===== config.mk =====
export PLATFORM = sky130hd
export DESIGN_NAME = stream_scheduler_flat
export DESIGN_NICKNAME = d
export VERILOG_FILES = /design/src/rtl/stream_scheduler_if.sv /design/src/rtl/stream_scheduler.sv /design/src/flat_wrapper.sv
export SDC_FILE = /design/constraint.sdc
export NUM_CORES = 1
export LEC_CHECK = 0
export CORE_MARGIN = 4
export CORE_UTILIZATION = 37
export DETAILED_ROUTE_END_ITERATION = 16
export PLACE_DENSITY_LB_ADDON = 0.12
export SETUP_SLACK_MARGIN = 0.1
export SKIP_LAST_GASP = 1
export SYNTH_ARGS = -nofsm -noshare
export SYNTH_HDL_FRONTEND = slang
export SYNTH_SLANG_ARGS = --single-unit

===== constraint.sdc =====
create_clock -name clk -period 2 [get_ports clk]
set_input_delay 0.3 -clock clk [delete_from_list [all_inputs] [get_ports clk]]
set_output_delay 0.3 -clock clk [all_outputs]
set_load 0.02 [all_outputs]

===== src/rtl/stream_scheduler_if.sv =====
// Handshake bundle between the stream scheduler and its sources, filter and sink.
// The master modport is the scheduler side; the slave modport is the environment side.
interface stream_scheduler_if #(
  parameter int DWIDTH         = 16,
  parameter int NR_STREAMS     = 4,
  parameter int NR_STREAMS_LOG = 2
);
  logic [NR_STREAMS-1:0]        src_valid;
  logic [NR_STREAMS*DWIDTH-1:0] src_data;
  logic [NR_STREAMS-1:0]        src_ready;
  logic                         flt_req_in;
  logic                         flt_ack_in;
  logic [DWIDTH-1:0]            flt_data_in;
  logic                         flt_req_out;
  logic                         flt_ack_out;
  logic [DWIDTH-1:0]            flt_data_out;
  logic                         snk_valid;
  logic [DWIDTH-1:0]            snk_data;
  logic [NR_STREAMS_LOG-1:0]    snk_stream;
  logic                         snk_ready;

  modport master (
    input  src_valid, src_data, flt_req_in, flt_req_out, flt_data_out, snk_ready,
    output src_ready, flt_ack_in, flt_data_in, flt_ack_out, snk_valid, snk_data, snk_stream
  );

  modport slave (
    output src_valid, src_data, flt_req_in, flt_req_out, flt_data_out, snk_ready,
    input  src_ready, flt_ack_in, flt_data_in, flt_ack_out, snk_valid, snk_data, snk_stream
  );
endinterface


===== src/rtl/stream_scheduler.sv =====
// Feeds a shared multi-stream filter from per-stream sources in round-robin order and
// forwards each filter result to one sink tagged with its stream index.
module stream_scheduler #(
  parameter int DWIDTH         = 16,
  parameter int NR_STREAMS     = 4,
  parameter int NR_STREAMS_LOG = 2,
  parameter int CNT_WIDTH      = 16
) (
  input  logic                      clk,
  input  logic                      rst,
  stream_scheduler_if.master        bus,
  output logic [NR_STREAMS_LOG-1:0] cur_stream,
  output logic [CNT_WIDTH-1:0]      underrun_cnt
);

  typedef enum logic [1:0] {IDLE, IN_ACK, OUT_ACK, SNK_HOLD} state_e;

  state_e                    state_q, state_d;
  logic [NR_STREAMS_LOG-1:0] cur_stream_q, cur_stream_d;
  logic                      in_pending_q, in_pending_d;
  logic [CNT_WIDTH-1:0]      underrun_cnt_q, underrun_cnt_d;
  logic [NR_STREAMS-1:0]     src_ready_q, src_ready_d;
  logic                      flt_ack_in_q, flt_ack_in_d;
  logic [DWIDTH-1:0]         flt_data_in_q, flt_data_in_d;
  logic                      flt_ack_out_q, flt_ack_out_d;
  logic                      snk_valid_q, snk_valid_d;
  logic [DWIDTH-1:0]         snk_data_q, snk_data_d;
  logic [NR_STREAMS_LOG-1:0] snk_stream_q, snk_stream_d;

  logic              cur_valid;
  logic [DWIDTH-1:0] cur_sample;

  // Only the current stream's source is ever looked at, so no reordering is possible.
  always_comb begin
    cur_sample = '0;
    for (int i = 0; i < NR_STREAMS; i++) begin
      if (cur_stream_q == NR_STREAMS_LOG'(i)) cur_sample = bus.src_data[i*DWIDTH +: DWIDTH];
    end
  end

  assign cur_valid = bus.src_valid[cur_stream_q];

  always_comb begin
    // NOTE: every signal gets a default before the case so no path leaves it unassigned,
    // which would otherwise infer a latch.
    state_d        = state_q;
    cur_stream_d   = cur_stream_q;
    in_pending_d   = in_pending_q;
    underrun_cnt_d = underrun_cnt_q;
    src_ready_d    = '0;
    flt_ack_in_d   = 1'b0;
    flt_data_in_d  = '0;
    flt_ack_out_d  = 1'b0;
    snk_valid_d    = snk_valid_q;
    snk_data_d     = snk_data_q;
    snk_stream_d   = snk_stream_q;

    unique case (state_q)
      IDLE: begin
        // Output side wins; an input request waits while a sample is already in the filter.
        if (bus.flt_req_out && !snk_valid_q) begin
          state_d       = OUT_ACK;
          flt_ack_out_d = 1'b1;
        end else if (!in_pending_q && bus.flt_req_in) begin
          if (cur_valid) begin
            state_d       = IN_ACK;
            flt_ack_in_d  = 1'b1;
            flt_data_in_d = cur_sample;
            src_ready_d   = NR_STREAMS'(1) << cur_stream_q;
          end else if (underrun_cnt_q != '1) begin
            underrun_cnt_d = underrun_cnt_q + CNT_WIDTH'(1);
          end
        end
      end
      IN_ACK: begin
        in_pending_d = 1'b1;
        state_d      = IDLE;
      end
      OUT_ACK: begin
        snk_valid_d  = 1'b1;
        snk_data_d   = bus.flt_data_out;
        snk_stream_d = cur_stream_q;
        in_pending_d = 1'b0;
        cur_stream_d = cur_stream_q + NR_STREAMS_LOG'(1);
        state_d      = SNK_HOLD;
      end
      SNK_HOLD: begin
        if (bus.snk_ready) begin
          snk_valid_d = 1'b0;
          state_d     = IDLE;
        end
      end
      default: state_d = IDLE;
    endcase
  end

  always_ff @(posedge clk) begin
    if (rst) begin
      state_q        <= IDLE;
      cur_stream_q   <= '0;
      in_pending_q   <= 1'b0;
      underrun_cnt_q <= '0;
      src_ready_q    <= '0;
      flt_ack_in_q   <= 1'b0;
      flt_data_in_q  <= '0;
      flt_ack_out_q  <= 1'b0;
      snk_valid_q    <= 1'b0;
      snk_data_q     <= '0;
      snk_stream_q   <= '0;
    end else begin
      // NOTE: non-blocking assignments so every flop samples the pre-edge value of the others.
      state_q        <= state_d;
      cur_stream_q   <= cur_stream_d;
      in_pending_q   <= in_pending_d;
      underrun_cnt_q <= underrun_cnt_d;
      src_ready_q    <= src_ready_d;
      flt_ack_in_q   <= flt_ack_in_d;
      flt_data_in_q  <= flt_data_in_d;
      flt_ack_out_q  <= flt_ack_out_d;
      snk_valid_q    <= snk_valid_d;
      snk_data_q     <= snk_data_d;
      snk_stream_q   <= snk_stream_d;
    end
  end

  assign bus.src_ready   = src_ready_q;
  assign bus.flt_ack_in  = flt_ack_in_q;
  assign bus.flt_data_in = flt_data_in_q;
  assign bus.flt_ack_out = flt_ack_out_q;
  assign bus.snk_valid   = snk_valid_q;
  assign bus.snk_data    = snk_data_q;
  assign bus.snk_stream  = snk_stream_q;
  assign cur_stream      = cur_stream_q;
  assign underrun_cnt    = underrun_cnt_q;

endmodule


===== src/flat_wrapper.sv =====
// flat-port wrapper written by rule: the top's interface ports become plain ports
module stream_scheduler_flat 
#(
  parameter int DWIDTH         = 16,
  parameter int NR_STREAMS     = 4,
  parameter int NR_STREAMS_LOG = 2,
  parameter int CNT_WIDTH      = 16
)
  (clk, rst, cur_stream, underrun_cnt, bus_src_valid, bus_src_data, bus_flt_req_in, bus_flt_req_out, bus_flt_data_out, bus_snk_ready, bus_src_ready, bus_flt_ack_in, bus_flt_data_in, bus_flt_ack_out, bus_snk_valid, bus_snk_data, bus_snk_stream);
  stream_scheduler_if #(.DWIDTH(DWIDTH), .NR_STREAMS(NR_STREAMS), .NR_STREAMS_LOG(NR_STREAMS_LOG)) bus_i ();
  input  logic clk;
  input  logic rst;
  output logic [NR_STREAMS_LOG-1:0] cur_stream;
  output logic [CNT_WIDTH-1:0] underrun_cnt;
  input wire logic [$bits(bus_i.src_valid)-1:0] bus_src_valid;
  input wire logic [$bits(bus_i.src_data)-1:0] bus_src_data;
  input wire logic [$bits(bus_i.flt_req_in)-1:0] bus_flt_req_in;
  input wire logic [$bits(bus_i.flt_req_out)-1:0] bus_flt_req_out;
  input wire logic [$bits(bus_i.flt_data_out)-1:0] bus_flt_data_out;
  input wire logic [$bits(bus_i.snk_ready)-1:0] bus_snk_ready;
  output wire logic [$bits(bus_i.src_ready)-1:0] bus_src_ready;
  output wire logic [$bits(bus_i.flt_ack_in)-1:0] bus_flt_ack_in;
  output wire logic [$bits(bus_i.flt_data_in)-1:0] bus_flt_data_in;
  output wire logic [$bits(bus_i.flt_ack_out)-1:0] bus_flt_ack_out;
  output wire logic [$bits(bus_i.snk_valid)-1:0] bus_snk_valid;
  output wire logic [$bits(bus_i.snk_data)-1:0] bus_snk_data;
  output wire logic [$bits(bus_i.snk_stream)-1:0] bus_snk_stream;
  assign bus_i.src_valid = bus_src_valid;
  assign bus_i.src_data = bus_src_data;
  assign bus_i.flt_req_in = bus_flt_req_in;
  assign bus_i.flt_req_out = bus_flt_req_out;
  assign bus_i.flt_data_out = bus_flt_data_out;
  assign bus_i.snk_ready = bus_snk_ready;
  assign bus_src_ready = bus_i.src_ready;
  assign bus_flt_ack_in = bus_i.flt_ack_in;
  assign bus_flt_data_in = bus_i.flt_data_in;
  assign bus_flt_ack_out = bus_i.flt_ack_out;
  assign bus_snk_valid = bus_i.snk_valid;
  assign bus_snk_data = bus_i.snk_data;
  assign bus_snk_stream = bus_i.snk_stream;
  stream_scheduler #(.DWIDTH(DWIDTH), .NR_STREAMS(NR_STREAMS), .NR_STREAMS_LOG(NR_STREAMS_LOG), .CNT_WIDTH(CNT_WIDTH)) u_core (.clk(clk), .rst(rst), .bus(bus_i), .cur_stream(cur_stream), .underrun_cnt(underrun_cnt));
endmodule

Yosys cells after proc, flatten, opt, wreduce, memory -nomap -nowiden:

Index checks and enable logic that the tools add are counted.

* shift operators: 1
* $mul: 0
* magnitude comparators: 1
* multiplexer cells: 16
* reductions and logical operators: 14
* $add $sub $neg: 2
* bitwise gates (word level): 4
* div/mod/pow operators: 0
* eq/ne operators: 10

Operator list (count)
* $mux 16: 4
* $add 16x1->16 const B: 1
* $ne 16x16->1 const B: 1
* $eq 2x2->1 const B: 4
* $mux 2: 4
* $pmux 2 s4: 1
* $ne 3x1->1 const B: 2
* $reduce_and 5->1: 1
* $reduce_or 5->1: 1
* $eq 2x1->1 const B: 2
* $logic_not 2->1: 2
* $mux 1: 4
* $not 1->1: 4
* $pmux 1 s2: 2
* $reduce_bool 2->1: 2
* $reduce_or 4->1: 1
* $shl 1x2->4 const A: 1
* $lt 2x3->1 const B: 1
* $reduce_and 3->1: 1
* $add 2x1->2 const B: 1
* $bmux 1 s2: 1
* $logic_and 1x1->1: 2
* $logic_not 1->1: 2
* $ne 2x2->1 const B: 1
* 2 further kinds: 2

* bits of input ports: 89
* RAM bits: 0
* bits in latches: 0
* bits in read-only memories: 0
* register bits: 62
* memories: 0
* logic and storage cells: 59

Longest topological paths before layout:

Gate-level depths: netlist of run 1.

* depth after elaboration: 6
* depth in mapped cells: 9

Worst setup path after synthesis of run 1:

Ideal clock, no wire load.

* path kind: register -> register
* from: register u_core.cur_stream_q[0] (netlist: u_core.cur_stream[0])
* to: register u_core.underrun_cnt_q[11] (netlist: u_core.underrun_cnt[11])
* buffers on the path: 1
* setup slack: -0.263 ns
* period minus slack after synthesis: 2.263 ns
* arrival time: 2.146 ns
* cell stages (with the launch flop): 7
* path through: dfxtp_1 > buf_6 > mux4_2 > or4_4 > nor4_2 > xnor2_1 > nor2_1

* word-level cells in the longest chain between the ends: 4

RTL lines
* from (decl): line stream_scheduler.sv:19 `logic [NR_STREAMS_LOG-1:0] cur_stream_q, cur_stream_d;`
* from (signal assigned): line stream_scheduler.sv:113 `cur_stream_q <= cur_stream_d;`
* $bmux 1 s2: line stream_scheduler.sv:41 `assign cur_valid = bus.src_valid[cur_stream_q];`
* $mux 1 (not written as such): line stream_scheduler.sv:41
* $not 1->1 (no source line)
* $reduce_and 5->1 (no source line)
* to (signal assigned): line stream_scheduler.sv:115 `underrun_cnt_q <= underrun_cnt_d;`
* to (decl): line stream_scheduler.sv:21 `logic [CNT_WIDTH-1:0] underrun_cnt_q, underrun_cnt_d;`

No other way between the ends. The select of a mux whose other input is x is not followed.
A chain may end at the register's enable or synchronous reset.

Worst setup path in the final report of run 1:

* from: input port bus_src_valid[2]
* to: register u_core.underrun_cnt_q[11] (netlist: u_core.underrun_cnt[11])

* word-level cells in the longest chain between the ends: 4

RTL lines
* from (decl): line flat_wrapper.sv:15 `input wire logic [$bits(bus_i.src_valid)-1:0] bus_src_valid;`
* $bmux 1 s2: line stream_scheduler.sv:41
* $mux 1 (not written as such): line stream_scheduler.sv:41
* $not 1->1 (no source line)
* $reduce_and 5->1 (no source line)

No other way between the ends. The select of a mux whose other input is x is not followed.

==> impl_metrics.env, run 1 <==
export IMPL_areaGrowthSynthToFinish_pct=68.62
export IMPL_ys_ff_latch=62
export IMPL_hold_buffers=0
export IMPL_io_buffers=147
export IMPL_synth_top_cell_by_area="dfxtp_1"
export IMPL_synth_seq_area_share_pct=40.42
export IMPL_rows=32
export IMPL_r2r_start="u_core.cur_stream[0]$_SDFFE_PP0P_"
export IMPL_fmax_ghz=0.5092
export IMPL_cts_buffer_depth=2
export IMPL_clkSinkCount=62
export IMPL_ys_warn_count=0
export IMPL_track_usage_pct=18.93
export IMPL_hold_slack_ns=0.4943
export IMPL_path_cells="clkdlybuf4s50_1 -> mux4_2 -> or4_4 -> nor4_2 -> xnor2_1 -> nor2_1"
export IMPL_hp_start="u_core.bus.snk_stream[1]$_SDFFE_PP0P_"
export IMPL_drive_gt1_share_pct=16.31
export IMPL_die_area_sq_mm=0.009820
export IMPL_synth_fp_nets=439
export IMPL_routed_wl_um=9392
export IMPL_antenna_found_initial=0
export IMPL_synthCells=341
export IMPL_syn_area_sq_mm=0.003070
export IMPL_yosysMostFrequentCell="dfxtp_1"
export IMPL_diodes=0
export IMPL_cap_violations=0
export IMPL_r2r_cells=5
export IMPL_ir_worst_vdd_mv=0.5338
export IMPL_clk_pin_slew_ns=0.07
export IMPL_holdCritPathClass="reg2reg"
export IMPL_globalplace_congestion=0.8321
export IMPL_cp_start_kind="input port"
export IMPL_layout_setup_ws_ns=0.03629
export IMPL_ys_flop_type="dfxtp_1"
export IMPL_finalMaxSlewViolations=0
export IMPL_wire_per_inst_um=15.22
export IMPL_grt_overflow=0
export IMPL_critPathKind="in2reg"
export IMPL_min_path_cells=2
export IMPL_die_h_um=99.10
export IMPL_ios=148
export IMPL_regToRegEndpoint="u_core.underrun_cnt[11]$_SDFFE_PP0P_"
export IMPL_cts_root_buf="clkbuf_8"
export IMPL_hold_end="u_core.bus.snk_stream[1]$_SDFFE_PP0P_"
export IMPL_dpl_hpwl_um=6831
export IMPL_grt_max_degree=33
export IMPL_vias=3006
export IMPL_fin_crit_ns=1.964
export IMPL_grt_first_pass_wirelength_um=14900
export IMPL_dr_pass1_iters=4
export IMPL_cts_made_buffers=9
export IMPL_finalCritPeriodShare_pct=98.19
export IMPL_clk_latency_ns=0.35
export IMPL_first_iter_violations=74
export IMPL_max_slew_margin_pct=74.06
export IMPL_avgSynthCellArea_sq_um=9.004
export IMPL_synth_commonest_cells="dfxtp_1 (62), nor2_1 (57), mux2i_1 (40)"
export IMPL_required_ns=2.24
export IMPL_synth_top_cells_by_area="dfxtp_1 (40%), mux2i_1 (13%), nor2_1 (7.0%)"
export IMPL_ant_nets=0
export IMPL_fin_area_sq_mm=0.005177
export IMPL_post_route_drc_count=0
export IMPL_arrival_ns=2.20
export IMPL_power_density_mw_per_mm2=955.8
export IMPL_ff2ff_setup_slack_ns=0.04
export IMPL_htreeDepth=3
export IMPL_yosysUniqueCellTypes=44
export IMPL_place_ws_ns=-0.3599
export IMPL_rsz0062_at_grt="true"
export IMPL_yosysTopAreaCellShare_pct=40.42
export IMPL_timing_hold_violations_final=0
export IMPL_start_util_pct=38.93
export IMPL_worst_pin_slew_ns=0.3880
export IMPL_cts_tree="built"
export IMPL_skew_ns=0.008169
export IMPL_status="completed"
export IMPL_fp_dieW_um=99.10
export IMPL_crit_fanout=4
export IMPL_setup_violations=0
export IMPL_final_nets=608
export IMPL_vias_per_cell=4.872
export IMPL_async_flop_share_pct=0
export IMPL_placed_area_sq_mm=0.004778
export IMPL_grt_pass1_vias=2987
export IMPL_leakagePower_nw=1.932
export IMPL_max_stage_delay_ns=0.56
export IMPL_core_area_sq_mm=0.007888
export IMPL_synth_edf_count=0
export IMPL_crit_slowest_cell="mux4_2"
export IMPL_cp_end_kind="flip-flop"
-- flip-flops by register name, indices dropped and copies added (netlist names), 2 cells and up --
signal                  cells
u_core.bus.src_ready        4
u_core.bus.flt_data_in     16
u_core.bus.snk_stream       2
u_core.state_q              2
u_core.cur_stream           2
u_core.bus.snk_data        16
u_core.underrun_cnt        16
-- cell usage in the layout, fill, tap and decap left out, drive strengths merged, types with 2 or more instances in the layout --
master / instances
a21oi: 17
and3: 4
and3b: 16
and4: 4
buf: 34
bufinv: 2
clkbuf: 10
clkdlybuf4s50: 146
clkinv: 2
clkinvlp: 2
dfxtp: 62
ha: 9
inv: 10
mux2: 2
mux2i: 40
nand2: 25
nand3: 6
nand4: 3
nor2: 57
nor2b: 2
nor3: 8
nor4: 7
nor4b: 2
o21ai: 17
or3: 2
xnor2: 11
xor2: 2
-- routing by layer --
layer	track usage (%)	wire length [um]
met2	31.40	4430
met1	22.91	4039
met4	6.828	115
met3	6.241	806
met5	0	0
-- power breakdown --
group	internal, W	total (W)	switching (W)
clock	0.000730	0.00124	0.000509
sequential	0.00140	0.00149	0.0000832
combinational	0.00115	0.00222	0.00108
total	0.00328	0.00495	0.00167
-- layout make-up --
class | instances | area [sq um]
clock inverter | 6 | 85.08
clock buffer | 10 | 137.6
tap | 102 | 127.6
multi-input combinational | 246 | 1782
sequential | 62 | 1254
fill | 695 | 2710
timing repair buffer | 181 | 1754
inverter | 10 | 37.54
-- per-stage QoR --
step | TNS (ns) | std cells | total power, W | utilization, %
floorplan | -0.1827 | 341 | 0.002789 | -
global placement | -4.151 | 594 | 0.003552 | 60.58
detailed placement | -4.369 | 594 | 0.003589 | 60.58
CTS | 0 | 615 | 0.004933 | 64.59
global route | -0.01640 | 617 | 0.005264 | 65.64
finish | 0 | 617 | 0.004949 | 65.64
-- worst max-delay path: cells and delay by family --
kind | cells | cell delay (ns)
mux | 1 | 0.56
simple gates | 3 | 0.77
xor+xnor | 1 | 0.15
buf+inv | 1 | 0.42
-- cells by family after synthesis --
kind of cell,Yosys count,share of synthesized area (%)
flip-flops,62,40.42
AO/OA/AOI/OAI,38,6.602
XOR/XNOR,13,3.708
multiplexers,43,14.51
adder cells (fa/ha/maj),9,3.668
AND/OR/NAND/NOR,143,25.43
buffers and inverters,33,5.664
-- repair_timing --
| item | in CTS | in global routing |
|---|---|---|
| setup buffers | 5 | 3 |
| pin swaps | 4 | 4 |
| setup endpoints to repair | 8 | 22 |
| gates resized for setup | 14 | 13 |
| cloned | 0 | 0 |
-- worst max-delay path by stage --
stage,start,to,slack [ns],cells after the start
after floorplan,u_core.cur_stream[0]$_SDFFE_PP0P_,u_core.underrun_cnt[11]$_SDFFE_PP0P_,-0.03,6
after global placement,bus_flt_req_in,u_core.underrun_cnt[5]$_SDFFE_PP0P_,-0.34,6
after detailed placement,bus_flt_req_in,u_core.underrun_cnt[5]$_SDFFE_PP0P_,-0.36,6
after CTS,u_core.cur_stream[0]$_SDFFE_PP0P_,u_core.underrun_cnt[15]$_SDFFE_PP0P_,0.08,5
after global routing,u_core.underrun_cnt[0]$_SDFFE_PP0P_,u_core.underrun_cnt[5]$_SDFFE_PP0P_,-0.01,7
final,bus_src_valid[2],u_core.underrun_cnt[11]$_SDFFE_PP0P_,0.04,6
No activity file was read; power rests on OpenSTA's default activity.
==> run 2, diff against run 1 <==
- clock period: 2 -> 1.7 ns (I/O delays scaled with it)
==> run 2 against run 1 <==
Net effect:
- the flow now finishes with violations (setup timing)
- sequential power is 17% higher
- wire length up 8.0%
- first-iteration DRC count is 12% higher
- cell area grew 8.0%
- die area did not move
- hold slack worse by 0.0041 ns
- via count is 4.0% higher
- cell count is 5.0% higher
- global-route usage is 1.1 points higher
- critical path depth decreased by 1
- core utilization increased by 5.3 points
- largest power group unchanged
==> impl_metrics.env, run 2 (same netlist as run 1, synthesis figures left out) <==
export IMPL_status="complete, but fails checks"
export IMPL_violations="setup timing"
export IMPL_first_iter_violations=83
export IMPL_cts_tree="built"
export IMPL_crit_end="u_core.underrun_cnt[11]$_SDFFE_PP0P_"
export IMPL_fin_crit_ns=1.934
export IMPL_hold_slack_ns=0.4902
export IMPL_grt_pass1_vias=3200
export IMPL_grt_first_pass_wirelength_um=15700
export IMPL_die_h_um=99.10
export IMPL_critPathTopFamily="simple AND/OR/NAND/NOR gates"
export IMPL_arrival_ns=2.16
export IMPL_clk_latency_ns=0.34
export IMPL_critPathKind="reg2reg"
export IMPL_clkSinkCount=62
export IMPL_skew_ns=0.006862
export IMPL_required_ns=1.93
export IMPL_grt_max_degree=33
export IMPL_core_area_sq_mm=0.007888
export IMPL_htreeDepth=3
export IMPL_cp_buffers_inverters=0
export IMPL_regToRegEndpoint="u_core.underrun_cnt[11]$_SDFFE_PP0P_"
export IMPL_setup_violations=37
export IMPL_finalCritPeriodShare_pct=113.8
export IMPL_r2r_cells=5
export IMPL_finalMaxSlewViolations=0
export IMPL_cp_end_kind="flip-flop"
export IMPL_power_density_mw_per_mm2=1066
export IMPL_post_route_drc_count=0
export IMPL_r2r_start="u_core.cur_stream[0]$_SDFFE_PP0P_"
export IMPL_fillers=626
export IMPL_crit_fanout=4
export IMPL_max_stage_delay_ns=0.57
export IMPL_diodes=0
export IMPL_layout_setup_ws_ns=-0.2341
export IMPL_antenna_found_initial=0
export IMPL_max_slew_margin_pct=69.80
export IMPL_ff2ff_setup_slack_ns=-0.23
export IMPL_io_buffers=147
export IMPL_areaGrowthSynthToFinish_pct=82.15
export IMPL_worst_pin_slew_ns=0.4517
export IMPL_final_nets=640
export IMPL_vias_per_cell=4.826
export IMPL_vias=3127
export IMPL_path_cells="mux4_2 -> or4_4 -> nor4_4 -> xnor2_1 -> nor2_1"
export IMPL_power_w=0.005963
export IMPL_rsz0062_at_grt="true"
export IMPL_drive_gt1_share_pct=22.53
export IMPL_crit_start="u_core.cur_stream[0]$_SDFFE_PP0P_"
export IMPL_timing_hold_violations_final=0
export IMPL_track_usage_pct=19.99
export IMPL_leakagePower_nw=2.338
export IMPL_ant_nets=0
export IMPL_cts_buffer_depth=2
export IMPL_die_area_sq_mm=0.009820
export IMPL_fmax_ghz=0.5170
export IMPL_cp_start_kind="flip-flop"
export IMPL_ios=148
export IMPL_globalplace_congestion=0.8329
export IMPL_ir_worst_vdd_mv=0.7461
export IMPL_holdCritPathClass="reg2reg"
export IMPL_final_common_cell="clkdlybuf4s50_1"
export IMPL_dr_pass1_iters=4
export IMPL_final_cell_mix="clkdlybuf4s50_1 (123), dfxtp_1 (58), nor2_1 (54)"
export IMPL_wire_per_inst_um=15.66
export IMPL_crit_slowest_cell="mux4_2"
export IMPL_rows=32
export IMPL_path_depth=5
export IMPL_grt_overflow=0
export IMPL_clk_pin_slew_ns=0.07
export IMPL_dpl_hpwl_um=7017
export IMPL_fp_dieW_um=99.10
export IMPL_cap_violations=0
export IMPL_routed_wl_um=10150
export IMPL_cts_made_buffers=9
export IMPL_hold_buffers=0
export IMPL_cts_root_buf="clkbuf_8"
export IMPL_start_util_pct=38.93
-- run 2: cell types whose count changed in the layout (fill, tap and decap cells not counted), moves of 5 or more --
cell | previous run | this run
buf_4 | 31 | 50
clkdlybuf4s50_1 | 146 | 123
dlymetal6s2s_1 | 0 | 6
buf_6 | 1 | 6
dlygate4sd2_1 | 1 | 17
nor3_1 | 7 | 2
-- run 2: power by group --
| part | internal, W | switching, W |
|---|---|---|
| clock | 0.000518 | 0.000576 |
| combinational | 0.00168 | 0.00145 |
| sequential | 0.00165 | 0.0000945 |
| total | 0.00385 | 0.00212 |
-- run 2: worst min path at each step --
stage          slack (ns)                                    end  cells after the start                             startpoint
6_report             0.49  u_core.bus.snk_stream[1]$_SDFFE_PP0P_                      2  u_core.bus.snk_stream[1]$_SDFFE_PP0P_
5_1_grt              0.50   u_core.bus.snk_data[11]$_SDFFE_PP0P_                      3                   bus_flt_data_out[11]
4_1_cts              0.50  u_core.bus.snk_stream[1]$_SDFFE_PP0P_                      2  u_core.bus.snk_stream[1]$_SDFFE_PP0P_
3_5_place_dp         0.48   u_core.bus.snk_data[10]$_SDFFE_PP0P_                      2   u_core.bus.snk_data[10]$_SDFFE_PP0P_
3_3_place_gp         0.47    u_core.bus.snk_data[6]$_SDFFE_PP0P_                      2    u_core.bus.snk_data[6]$_SDFFE_PP0P_
2_1_floorplan        0.40   u_core.bus.snk_data[14]$_SDFFE_PP0P_                      2                   bus_flt_data_out[14]
-- run 2: worst min-delay path: stages, from the launching register on --
cell and delay [ns]:
dfxtp_1 0.32, mux2i_1 0.06, nor2_1 0.07
-- run 2: what timing repair did --
action / in CTS / in global routing
setup endpoints to repair: 56 / 47
resized for setup: 51 / 24
gates cloned: 4 / 0
setup buffers: 5 / 4
pin swaps: 3 / 8
-- run 2: final cells by class --
| class | instances | area, sq um | area share [%] |
|---|---|---|---|
| Sequential cell | 62 | 1251 | 22.37 |
| Clock inverter | 4 | 22.52 | 0.4027 |
| Tap cell | 102 | 127.6 | 2.282 |
| Timing Repair Buffer | 213 | 2138 | 38.23 |
| Inverter | 10 | 37.54 | 0.6711 |
| Clock buffer | 11 | 131.4 | 2.349 |
| Multi-Input combinational cell | 246 | 1884 | 33.69 |
-- run 2: routing by layer --
layer | part of all wire, % | vias to the layer above | wire [um] | global-route usage [%]
li1 | - | 1573 | - | -
met5 | 0 | - | 0 | 0
met3 | 7.4 | 16 | 749 | 5.891
met1 | 42 | 1413 | 4234 | 23.98
met2 | 49 | 125 | 4953 | 33.73
met4 | 2.1 | 0 | 210 | 7.563
-- run 2: through the flow --
step / cell area (sq um) / utilization [%] / setup WS (ns) / setup TNS [ns] / cells
after floorplan: 3108 / - / -0.3325 / -3.517 / 341
after CTS: 5489 / 69.59 / -0.2296 / -2.961 / 644
after global routing: 5593 / 70.91 / -0.3234 / -7.118 / 648
final: 5593 / 70.91 / -0.2341 / -4.798 / 648
after global placement: 5002 / 63.42 / -0.5892 / -13.82 / 620
after detailed placement: 5002 / 63.42 / -0.5929 / -14.38 / 620
